`src/rtl/operand_loader_if.sv`:
```
// Switch/button inputs and ALU-facing outputs of operand_loader.
// The board side (master) drives sw and the buttons; the loader (slave) drives the captured values.
interface operand_loader_if #(
  parameter int N = 4
);
  logic [N-1:0] sw;
  logic         btn_next;
  logic         btn_clear;
  logic [N-1:0] a;
  logic [N-1:0] b;
  logic [2:0]   op;
  logic         op_sum;
  logic         op_subt;
  logic         valid;
  logic [1:0]   stage;
  logic         err;

  modport master (
    output sw, btn_next, btn_clear,
    input  a, b, op, op_sum, op_subt, valid, stage, err
  );

  modport slave (
    input  sw, btn_next, btn_clear,
    output a, b, op, op_sum, op_subt, valid, stage, err
  );
endinterface

```
`src/rtl/operand_loader.sv`:
```
// Sequential operand/opcode loader in front of the ALU: synchronised buttons, edge pulses, load FSM.
// Define OPERAND_LOADER_DEBOUNCE_EN to insert a DEBOUNCE_CYCLES counter filter per button.
module operand_loader #(
  parameter int N               = 4,
  parameter int DEBOUNCE_CYCLES = 16
) (
  input logic            clk,
  input logic            rst_n,
  operand_loader_if.slave bus
);

  if (N < 4 || DEBOUNCE_CYCLES < 1) begin : g_param_check
    $error("operand_loader: N must be >= 4 and DEBOUNCE_CYCLES >= 1");
  end

  typedef enum logic [1:0] {
    LOAD_A  = 2'd0,
    LOAD_B  = 2'd1,
    LOAD_OP = 2'd2,
    RUN     = 2'd3
  } state_t;

  // Button index 0 is next, index 1 is clear.
  logic [1:0] raw;
  logic [1:0] s1;
  logic [1:0] s2;
  logic [1:0] lvl;
  logic [1:0] lvl_d;
  logic [1:0] armed;
  logic [1:0] pulse;
  logic [1:0] prime;

  assign raw = {bus.btn_clear, bus.btn_next};

  // A button must be seen released after reset before it may pulse; prime[1] marks
  // the point where s2 reflects real post-reset samples instead of cleared flops.
  always_ff @(posedge clk) begin
    if (!rst_n) begin
      s1    <= '0;
      s2    <= '0;
      prime <= '0;
      armed <= '0;
      lvl_d <= '0;
      pulse <= '0;
    end else begin
      s1    <= raw;
      s2    <= s1;
      prime <= {prime[0], 1'b1};
      armed <= armed | ({2{prime[1]}} & ~s2);
      lvl_d <= lvl;
      pulse <= lvl & ~lvl_d & armed;
    end
  end

`ifdef OPERAND_LOADER_DEBOUNCE_EN
  localparam int unsigned CW = $clog2(DEBOUNCE_CYCLES + 1);

  logic [CW-1:0] cnt [2];
  logic [1:0]    filt;

  always_ff @(posedge clk) begin
    if (!rst_n) begin
      filt <= '0;
      for (int unsigned i = 0; i < 2; i++) cnt[i] <= '0;
    end else begin
      for (int unsigned i = 0; i < 2; i++) begin
        if (s2[i] == filt[i]) begin
          cnt[i] <= '0;
        end else if (cnt[i] == CW'(DEBOUNCE_CYCLES - 1)) begin
          filt[i] <= s2[i];
          cnt[i]  <= '0;
        end else begin
          cnt[i] <= cnt[i] + CW'(1);
        end
      end
    end
  end

  assign lvl = filt;
`else
  assign lvl = s2;
`endif

  logic next_p;
  logic clear_p;
  logic [3:0] code;

  assign next_p  = pulse[0];
  assign clear_p = pulse[1];
  assign code    = bus.sw[3:0];

  state_t       state;
  logic [N-1:0] a_q;
  logic [N-1:0] b_q;
  logic [2:0]   op_q;
  logic         sum_q;
  logic         subt_q;
  logic         valid_q;
  logic         err_q;

  always_ff @(posedge clk) begin
    if (!rst_n || clear_p) begin
      state   <= LOAD_A;
      a_q     <= '0;
      b_q     <= '0;
      op_q    <= '0;
      sum_q   <= 1'b0;
      subt_q  <= 1'b0;
      valid_q <= 1'b0;
      err_q   <= 1'b0;
    end else if (next_p) begin
      case (state)
        LOAD_A: begin
          a_q   <= bus.sw;
          err_q <= 1'b0;
          state <= LOAD_B;
        end
        LOAD_B: begin
          b_q   <= bus.sw;
          err_q <= 1'b0;
          state <= LOAD_OP;
        end
        LOAD_OP: begin
          if (code[3] && (code[2] || code[1])) begin
            err_q <= 1'b1;
          end else begin
            if (!code[3]) begin
              op_q   <= code[2:0];
              sum_q  <= 1'b0;
              subt_q <= 1'b0;
            end else begin
              sum_q  <= ~code[0];
              subt_q <= code[0];
            end
            err_q   <= 1'b0;
            valid_q <= 1'b1;
            state   <= RUN;
          end
        end
        RUN: begin
          err_q   <= 1'b0;
          valid_q <= 1'b0;
          state   <= LOAD_A;
        end
        default: state <= LOAD_A;
      endcase
    end
  end

  assign bus.a       = a_q;
  assign bus.b       = b_q;
  assign bus.op      = op_q;
  assign bus.op_sum  = sum_q;
  assign bus.op_subt = subt_q;
  assign bus.valid   = valid_q;
  assign bus.stage   = state;
  assign bus.err     = err_q;

endmodule

```
`src/flat_wrapper.sv`:
```
// flat-port wrapper written by rule: the top's interface ports become plain ports
module operand_loader_flat 
#(
  parameter int N               = 4,
  parameter int DEBOUNCE_CYCLES = 16
)
  (clk, rst_n, bus_sw, bus_btn_next, bus_btn_clear, bus_a, bus_b, bus_op, bus_op_sum, bus_op_subt, bus_valid, bus_stage, bus_err);
  operand_loader_if #(.N(N)) bus_i ();
  input logic clk;
  input logic rst_n;
  input wire logic [$bits(bus_i.sw)-1:0] bus_sw;
  input wire logic [$bits(bus_i.btn_next)-1:0] bus_btn_next;
  input wire logic [$bits(bus_i.btn_clear)-1:0] bus_btn_clear;
  output wire logic [$bits(bus_i.a)-1:0] bus_a;
  output wire logic [$bits(bus_i.b)-1:0] bus_b;
  output wire logic [$bits(bus_i.op)-1:0] bus_op;
  output wire logic [$bits(bus_i.op_sum)-1:0] bus_op_sum;
  output wire logic [$bits(bus_i.op_subt)-1:0] bus_op_subt;
  output wire logic [$bits(bus_i.valid)-1:0] bus_valid;
  output wire logic [$bits(bus_i.stage)-1:0] bus_stage;
  output wire logic [$bits(bus_i.err)-1:0] bus_err;
  assign bus_i.sw = bus_sw;
  assign bus_i.btn_next = bus_btn_next;
  assign bus_i.btn_clear = bus_btn_clear;
  assign bus_a = bus_i.a;
  assign bus_b = bus_i.b;
  assign bus_op = bus_i.op;
  assign bus_op_sum = bus_i.op_sum;
  assign bus_op_subt = bus_i.op_subt;
  assign bus_valid = bus_i.valid;
  assign bus_stage = bus_i.stage;
  assign bus_err = bus_i.err;
  operand_loader #(.N(N), .DEBOUNCE_CYCLES(DEBOUNCE_CYCLES)) u_core (.clk(clk), .rst_n(rst_n), .bus(bus_i));
endmodule
```
`config.mk`:
```
export PLATFORM = sky130hd
export DESIGN_NAME = operand_loader_flat
export DESIGN_NICKNAME = d
export VERILOG_FILES = /design/src/rtl/operand_loader_if.sv /design/src/rtl/operand_loader.sv /design/src/flat_wrapper.sv
export SDC_FILE = /design/constraint.sdc
export NUM_CORES = 1
export LEC_CHECK = 0
export ABC_AREA = 1
export CORE_MARGIN = 2
export CORE_UTILIZATION = 30
export DETAILED_ROUTE_END_ITERATION = 7
export GPL_TIMING_DRIVEN = 0
export PLACE_DENSITY = 0.57
export RECOVER_POWER = 100
export SETUP_SLACK_MARGIN = 0.02
export SLEW_MARGIN = 20
export SYNTH_ARGS = -nofsm -noshare
export SYNTH_HDL_FRONTEND = slang
export SYNTH_SLANG_ARGS = --single-unit
```
`constraint.sdc`:
```
create_clock -name clk -period 2.94 [get_ports clk]
set_input_delay 0.588 -clock clk [delete_from_list [all_inputs] [get_ports clk]]
set_output_delay 0.588 -clock clk [all_outputs]
set_load 0.005 [all_outputs]
```
==> results of run 1 <==
power by group through the flow:
stage	clock network (mW)	logic [mW]	registers, mW
6_report	0.271	0.0396	0.403
3_5_place_dp	0	0.0430	0.413
3_3_place_gp	0	0.0424	0.413
5_1_grt	0.299	0.0454	0.404
4_1_cts	0.283	0.0433	0.404
2_1_floorplan	0	0.0247	0.412
synth_stat cells:
master / instances / share of area [%]
nor2_4: 1 / 1.0
nor2_1: 11 / 3.8
inv_4: 1 / 0.57
nand3_1: 4 / 1.8
ha_1: 4 / 4.6
a21oi_1: 14 / 6.4
o21ai_0: 8 / 3.7
dfxtp_1: 29 / 53
nand2_2: 1 / 0.57
buf_8: 1 / 1.4
nor3_1: 2 / 0.92
inv_1: 20 / 6.9
o21ai_1: 2 / 0.92
inv_2: 1 / 0.34
buf_6: 1 / 1.0
nand2_1: 24 / 8.2
o211ai_1: 1 / 0.69
o21ai_2: 1 / 0.80
nand3_2: 1 / 0.92
clkinv_2: 1 / 0.46
nor2_8: 1 / 1.8
per-stage QoR:
| stage | util [%] | std cells | hold slack (ps) | area, um^2 |
|---|---|---|---|---|
| detailed placement | 40.7 | 199 | 386 | 1390 |
| global placement | 40.7 | 199 | 378 | 1390 |
| CTS | 42.7 | 207 | 399 | 1460 |
| finish | 42.4 | 207 | 396 | 1450 |
| floorplan | - | 129 | 375 | 1090 |
| global route | 42.4 | 207 | 410 | 1450 |
cell families after synthesis:
group           after synthesis  share of synthesized area [%]
buf+inv                      25                           10.7
simple gates                 45                           19.1
flops                        29                           53.2
fa+ha+maj                     4                           4.58
compound gates               26                           12.5
final timing paths:
check | end | slack (ps) | depth (start not counted)
worst max-delay path | u_core.bus.a[2] | 900 | 7
worst max register to register | u_core.bus.stage[0] | 1650 | 6
worst min-delay path | u_core.pulse[0] | 400 | 1
worst min register to register | u_core.pulse[0] | 400 | 1
layer usage:
| metal | GRT usage (%) | vias up | share of wire [%] |
|---|---|---|---|
| li1 | - | 462 | - |
| met1 | 11.2 | 385 | 45 |
| met2 | 16.7 | 20 | 46 |
| met3 | 4.93 | 4 | 6.3 |
| met4 | 6.38 | 0 | 2.1 |
| met5 | 0 | - | 0 |
cell type report:
cell class / instances / area share, %
flip-flops and latches: 29 / 40.1
multi-input cells: 75 / 27.1
repair buffers: 24 / 16.6
inverters: 23 / 6.14
clock buffers: 7 / 4.49
well taps: 46 / 3.98
plain buffers: 2 / 1.30
clock inverters: 1 / 0.346
==> metrics.yaml, run 1 <==
die_y_um: 64.3
dpl.hpwl_um: 1460
slew_violations: 0
switchingPower_uw: 157
cp.arrival_ps: 2310
die_w_um: 64.3
htreeDepth: 2
holdCritPathClass: "flop to flop"
crit_chain: "dlygate4sd3_1, clkbuf_1, clkinvlp_2, nor2_8, buf_8, o21ai_0, a21oi_1"
crit_path_top_delay_cell: "dlygate4sd3_1"
hold_path.startpoint: "u_core.lvl_d[0]"
synth_cells: 129
timing.fmax_mhz: 490
setup_viol: 0
tns_ps: 0
setup_ws_ps: 899
pwr-share-clk_pct: 38.0
grt-ovfl-total: 0
grt_util_all_layers_pct: 10.5
grt_pass1_vias: 788
std_cell_rows: 21
mostFrequentLayoutCells: "dfxtp_1, nand2_1, inv_1"
ios: 25
die-area_um2: 4140
syn_to_final_growth_pct: 32.5
synth_nets: 141
slew_headroom_pct: 77.0
clk_pin_slew_ps: 90
yosysSeqAreaShare_pct: 53.2
worstSetupPathType: "input port to flop"
start_util_pct: 32.0
critPathCaptureType: "flop"
dr.first_iter.drc_count: 36
netlist_area_um2: 1090
powerDensity_nw_per_um2: 493
cts_hold_buf: 0
finalHoldViolations: 0
ys_types: 21
antenna_found_initial: 0
dp_slack_ps: 1150
cp-start-kind: "input port"
r2r_start: "u_core.bus.stage[0]"
grt_pass1_wl_um: 3250
fill_cells: 343
nNetsFinal: 172
worstMarginPinSlew_ps: 345
max-cap-violations: 0
cts_tree: "done"
slowest_delay_ps: 540
routed_wl_um: 1910
antennaDiodeCount: 0
dr.pass1.iters: 4
drc_errors: 0
power_frac_seq_pct: 56.5
gp_congestion: 0.781
power_frac_comb_pct: 5.5
antenna_left: 0
routed_via_density: 4.21
multi_input_area_um2: 392
clockRootBuffer: "clkbuf_4"
final_common_cell: "dfxtp_1"
syn_area_per_cell_um2: 8.47
clkLatencyLatePin_ps: 330
post_cts_resized: 0
seq_area_um2: 581
synth_seq_cells: 29
clk_path_buf_depth: 2
power_uw: 714
grt_max_degree: 11
finalCritPeriodShare_pct: 69.4
cp.required_ps: 3210
cp.buffers_inverters: 4
crit_path_max_fanout: 10
clkSinkCount: 29
cts_buffers: 5
crit_start: "rst_n"
ir_worst_vdd_uv: 287
routedWlPerCell_um: 9.22
min_period_ps: 2040
final.setup_skew_ps: 8.62
port_buffers: 24
cpLargestDelayFamily: "buffers and inverters"
status: "finished, final reports clean"
ys_warn_count: 0
grt_setup_unrepaired: "false"
drive_gt1_share_pct: 9.94
core_um2: 3420
internal_power_uw: 557
vias: 871
postCtsSetupRepairBufs: 0
p_leak_nw: 0.695
switching_share_pct: 22.0
(Power assumes the default switching activity.)
==> inputs of run 2 (changes only) <==
==> constraint.sdc (replaced) <==
create_clock -name clk -period 2.05 [get_ports clk]
set_input_delay 0.41 -clock clk [delete_from_list [all_inputs] [get_ports clk]]
set_output_delay 0.41 -clock clk [all_outputs]
set_load 0.005 [all_outputs]
==> metrics.yaml, run 2 (synthesis gave the netlist of run 1 again) <==
status: "finished, final reports clean"
hold_path.startpoint: "u_core.lvl_d[0]"
final_common_cell: "dfxtp_1"
r2r_cells: 6  # unchanged
clk_pin_slew_ps: 90  # about the same
clkLatencyLatePin_ps: 330  # about the same
grt_max_degree: 11  # unchanged
vias: 871  # unchanged
syn_to_final_growth_pct: 32.6  # about the same
cts_tree: "done"
ios: 25  # unchanged
crit_chain: "dlygate4sd3_1"
grt_pass1_vias: 788  # unchanged
drc_errors: 0  # unchanged
grt_pass1_wl_um: 3250  # unchanged
crit_path_top_delay_cell: "dlygate4sd3_1"
clockRootBuffer: "clkbuf_4"
rrSetupSlack_ps: 760  # -890 ps
routed_via_density: 4.21  # unchanged
worstSetupPathType: "flop to primary output"
htreeDepth: 2  # unchanged
antenna_found_initial: 0  # unchanged
final.setup_skew_ps: 8.62  # +0.0000300 ps
clkSinkCount: 29  # unchanged
drive_gt1_share_pct: 9.94  # unchanged
grt_util_all_layers_pct: 10.5  # unchanged
post_cts_resized: 0  # unchanged
start_util_pct: 32.0  # unchanged
clk_path_buf_depth: 2  # unchanged
cp-start-kind: "flop"
cp.arrival_ps: 1330  # -980 ps
slowest_delay_ps: 590  # +50 ps
critPathCaptureType: "primary output"
r2r_start: "u_core.bus.stage[0]"
crit_path_max_fanout: 5  # -5
std_cell_rows: 21  # unchanged
cp.buffers_inverters: 1  # -3
worstMarginPinSlew_ps: 397  # +51.8 ps
ir_worst_vdd_uv: 412  # +43%
p_leak_nw: 0.699  # +0.63%
power_mw: 1.03  # +44%
routed_wl_um: 1910  # unchanged
core_um2: 3420  # unchanged
antenna_left: 0  # unchanged
finalHoldViolations: 0  # unchanged
routedWlPerCell_um: 9.22  # unchanged
min_period_ps: 1740
postCtsSetupRepairBufs: 0  # unchanged
worstHoldEndpoint: "u_core.pulse[0]"
tns_ps: 0  # unchanged
dp_cells: 199  # unchanged
gp_congestion: 0.781  # unchanged
fill_cells: 342  # -0.29%
max-cap-violations: 0  # unchanged
nNetsFinal: 172  # unchanged
layout.cells.non_filler: 207  # unchanged
antennaDiodeCount: 0  # unchanged
hold_depth: 1  # unchanged
dp_slack_ps: 442  # -712 ps
r2r_end: "u_core.bus.stage[0]"
grt-ovfl-total: 0  # unchanged
die_y_um: 64.3  # unchanged
finalCritPeriodShare_pct: 84.8
dr.first_iter.drc_count: 36  # unchanged
cpLargestDelayFamily: "buffers and inverters"
port_buffers: 24  # unchanged
slew_headroom_pct: 73.6  # -3.5 points
mostFrequentLayoutCells: "dfxtp_1, nand2_1, inv_1"
powerDensity_nw_per_um2: 708  # +43%
grt_setup_unrepaired: "false"
setup_ws_ps: 311  # -588 ps
cp.required_ps: 1640  # -1570 ps
slew_violations: 0  # unchanged
cts_hold_buf: 0  # unchanged
die-area_um2: 4140  # unchanged
cts_buffers: 5  # unchanged
die_w_um: 64.3  # unchanged
dpl.hpwl_um: 1460  # unchanged
dr.pass1.iters: 4  # unchanged
holdCritPathClass: "flop to flop"
setup_viol: 0  # unchanged
timing.fmax_mhz: 575
## run 2: cell count changes in the layout (fill, tap and decap cells not counted), sizes merged
cell      previous run  this run
clkinvlp             1         0
inv                 21        22
## run 2: worst max-delay path by stage
| stage | from | endpoint | slack, ps | cells after the start |
|---|---|---|---|---|
| 3_3_place_gp | bus_sw[3] | u_core.bus.valid | 450 | 6 |
| 6_report | u_core.bus.stage[1] | bus_stage[1] | 310 | 1 |
| 5_1_grt | u_core.bus.stage[0] | bus_stage[0] | 250 | 1 |
| 3_5_place_dp | rst_n | u_core.bus.a[3] | 440 | 7 |
| 4_1_cts | u_core.bus.stage[1] | bus_stage[1] | 340 | 1 |
| 2_1_floorplan | u_core.bus.stage[0] | u_core.bus.stage[0] | 850 | 6 |
## run 2: final cells by class
cell class              instances  area [um^2]  area share (%)
multi-input cells              75          392            27.0
inverters                      23         90.1            6.22
well taps                      46         57.6            3.97
clock inverters                 1         5.00           0.345
clock buffers                   7         65.1            4.49
repair buffers                 24          240            16.6
flip-flops and latches         29          581            40.1
plain buffers                   2         18.8            1.30
## run 2: routing by layer
layer / track usage, % / part of all wire, % / wire, um / up-vias
li1: - / - / - / 462
met2: 16.7 / 46 / 886 / 20
met5: 0 / 0 / 0 / -
met3: 4.93 / 6.3 / 121 / 4
met4: 6.38 / 2.1 / 40 / 0
met1: 11.2 / 45 / 861 / 385
## run 2: per-stage QoR
stage / hold slack [ps] / cell area [um^2] / utilization, %
final: 396 / 1450 / 42.4
after global routing: 410 / 1450 / 42.4
after detailed placement: 386 / 1390 / 40.7
after floorplan: 375 / 1090 / -
after global placement: 378 / 1390 / 40.7
after CTS: 399 / 1460 / 42.7
## run 2: where the power goes
| group | internal, mW | switching [mW] | leakage (nW) | total [mW] |
|---|---|---|---|---|
| clock network | 0.198 | 0.191 | 0.0413 | 0.389 |
| registers | 0.574 | 0.00434 | 0.236 | 0.579 |
| logic | 0.0270 | 0.0304 | 0.422 | 0.0574 |
==> patch: new RTL, config.mk and constraints of run 2 <==
Build with the macro `OPERAND_LOADER_DEBOUNCE_EN` defined.
--- a/src/rtl/operand_loader.sv
+++ b/src/rtl/operand_loader.sv
@@ -1,5 +1,7 @@
 // Sequential operand/opcode loader in front of the ALU: synchronised buttons, edge pulses, load FSM.
 // Define OPERAND_LOADER_DEBOUNCE_EN to insert a DEBOUNCE_CYCLES counter filter per button.
+`define OPERAND_LOADER_DEBOUNCE_EN
+
 module operand_loader #(
   parameter int N               = 4,
   parameter int DEBOUNCE_CYCLES = 16
Formal check against the unedited RTL: not equivalent (a bounded check fails within 10 cycles, from zero or initial values and one cycle with rst_n low).
==> patch against run 2 <==
Synthesized area increased by 60%; cell area increased by 48%; routed wire length increased by 51%; total power increased by 39%; fmax increased by 1.1%; sequential cell count increased by 12; worst setup slack improved by 20 ps; non-clock buffer count increased by 1; highest routed layer unchanged.
==> patch: results (changes against run 2) <==
metric,value,unit,change
p_switching,311,uW,was 226 uW
grt_pass1_wl,4730,um,was 3250 um
place_hpwl,2040,um,was 1460 um
seq_area_frac_synth,0.526,,was 0.532
synthXorXnorAreaFrac,0,,unchanged
fillCellCount,590,,was 342
grt-ovfl-total,0,,unchanged
drive_gt1_frac,0.0736,,was 0.0994
insertion_delay,280,ps,was 330 ps
syn_area_per_cell,9.21,um2,was 8.47 um2
synthTopCellsByCount,"dfxtp_1 (31), inv_1 (31), nand2_1 (29)",,"was dfxtp_1 (29), nand2_1 (24), inv_1 (20)"
finalNetCount,248,,was 172
fin_skew,6.78,ps,was 8.62 ps
finalSetupViolations,0,,unchanged
run_status,"finished, final reports clean",,unchanged
synthAdderAreaFrac,0.0715,,was 0.0458
grt_max_degree,13,,was 11
via_per_inst,4.20,,was 4.21
pwr-share-seq,0.600,,was 0.564
vdd_ir_drop_max,0.000459,V,was 0.000412 V
synthTopCellsByArea,"dfxtp_1 (35%), edfxtp_1 (17%), ha_1 (7.1%)",,"was dfxtp_1 (53%), nand2_1 (8.2%), inv_1 (6.9%)"
comb_power_share,0.051,,was 0.056
yosys.area.top_type_share,0.355,,was 0.532
gp_congestion,0.698,,was 0.781
synth_edf_count,10,,was 0
avgRoutedWirePerCell,9.50,um,was 9.22 um
p_leak,1.01,nW,was 0.699 nW
worstPathMaxFanout,6,,was 5
grt_pass1_vias,1104,,was 788
drt-initial-drc-count,42,,was 36
postCtsSetupRepairBufs,0,,unchanged
synth_compound_area_frac,0.130,,was 0.125
clk_pin_slew,80,ps,
largest_register,u_core.cnt,,
critPathArrivalTime,1310,ps,was 1330 ps
cts_buffers,5,,unchanged
root_buffer,clkbuf_8,,was clkbuf_4
synth_cell_types,27,,was 21
track_usage,0.0953,,was 0.105
fin_cells,303,,was 207
dp.cells,295,,was 199
-- patch: changes by cell type after synthesis, moves of 2 or more --
cell	change
nand2_1	+5
nor2_1	+8
o21ai_2	+5
inv_1	+11
ha_1	+6
dfxtp_1	+2
nor3b_2	+2
edfxtp_1	+10
nand4_1	+2
a21oi_1	+6
a21oi_2	+2
-- patch: final timing paths --
| kind | from | endpoint | slack (ps) | cells past startpoint |
|---|---|---|---|---|
| setup / recovery | u_core.bus.stage[1] | bus_stage[1] | 330 | 1 |
| setup reg to reg | u_core.cnt[1][0] | u_core.cnt[1][2] | 380 | 7 |
| hold / removal | u_core.lvl_d[1] | u_core.pulse[1] | 400 | 1 |
| hold reg to reg | u_core.lvl_d[1] | u_core.pulse[1] | 400 | 1 |
-- patch: final cells by class --
cell class	instances	area (um2)	area share
buffer	3	38.8	0.0180
clock buffer	6	72.6	0.0338
clock inverter	2	10.0	0.00466
inverter	34	133	0.0617
multi-input combinational	121	644	0.300
sequential	41	921	0.428
tap	72	90.1	0.0419
timing repair buffer	24	240	0.112
-- patch: metrics by stage --
step / power (mW) / cell area, um2 / hold slack (ps) / setup slack, ps
floorplan: 0.921 / 1780 / 375 / 596
global placement: 0.948 / 2110 / 383 / 380
detailed placement: 0.949 / 2110 / 384 / 364
CTS: 1.46 / 2200 / 404 / 355
global route: 1.50 / 2150 / 427 / 185
finish: 1.42 / 2150 / 402 / 331
-- patch: per-layer routing --
layer	wire length [um]	GRT usage	vias to the layer above
met4	46	0.0458	0
met5	0	0	-
met3	172	0.0337	5
met1	1460	0.119	561
met2	1200	0.145	33
li1	-	-	674
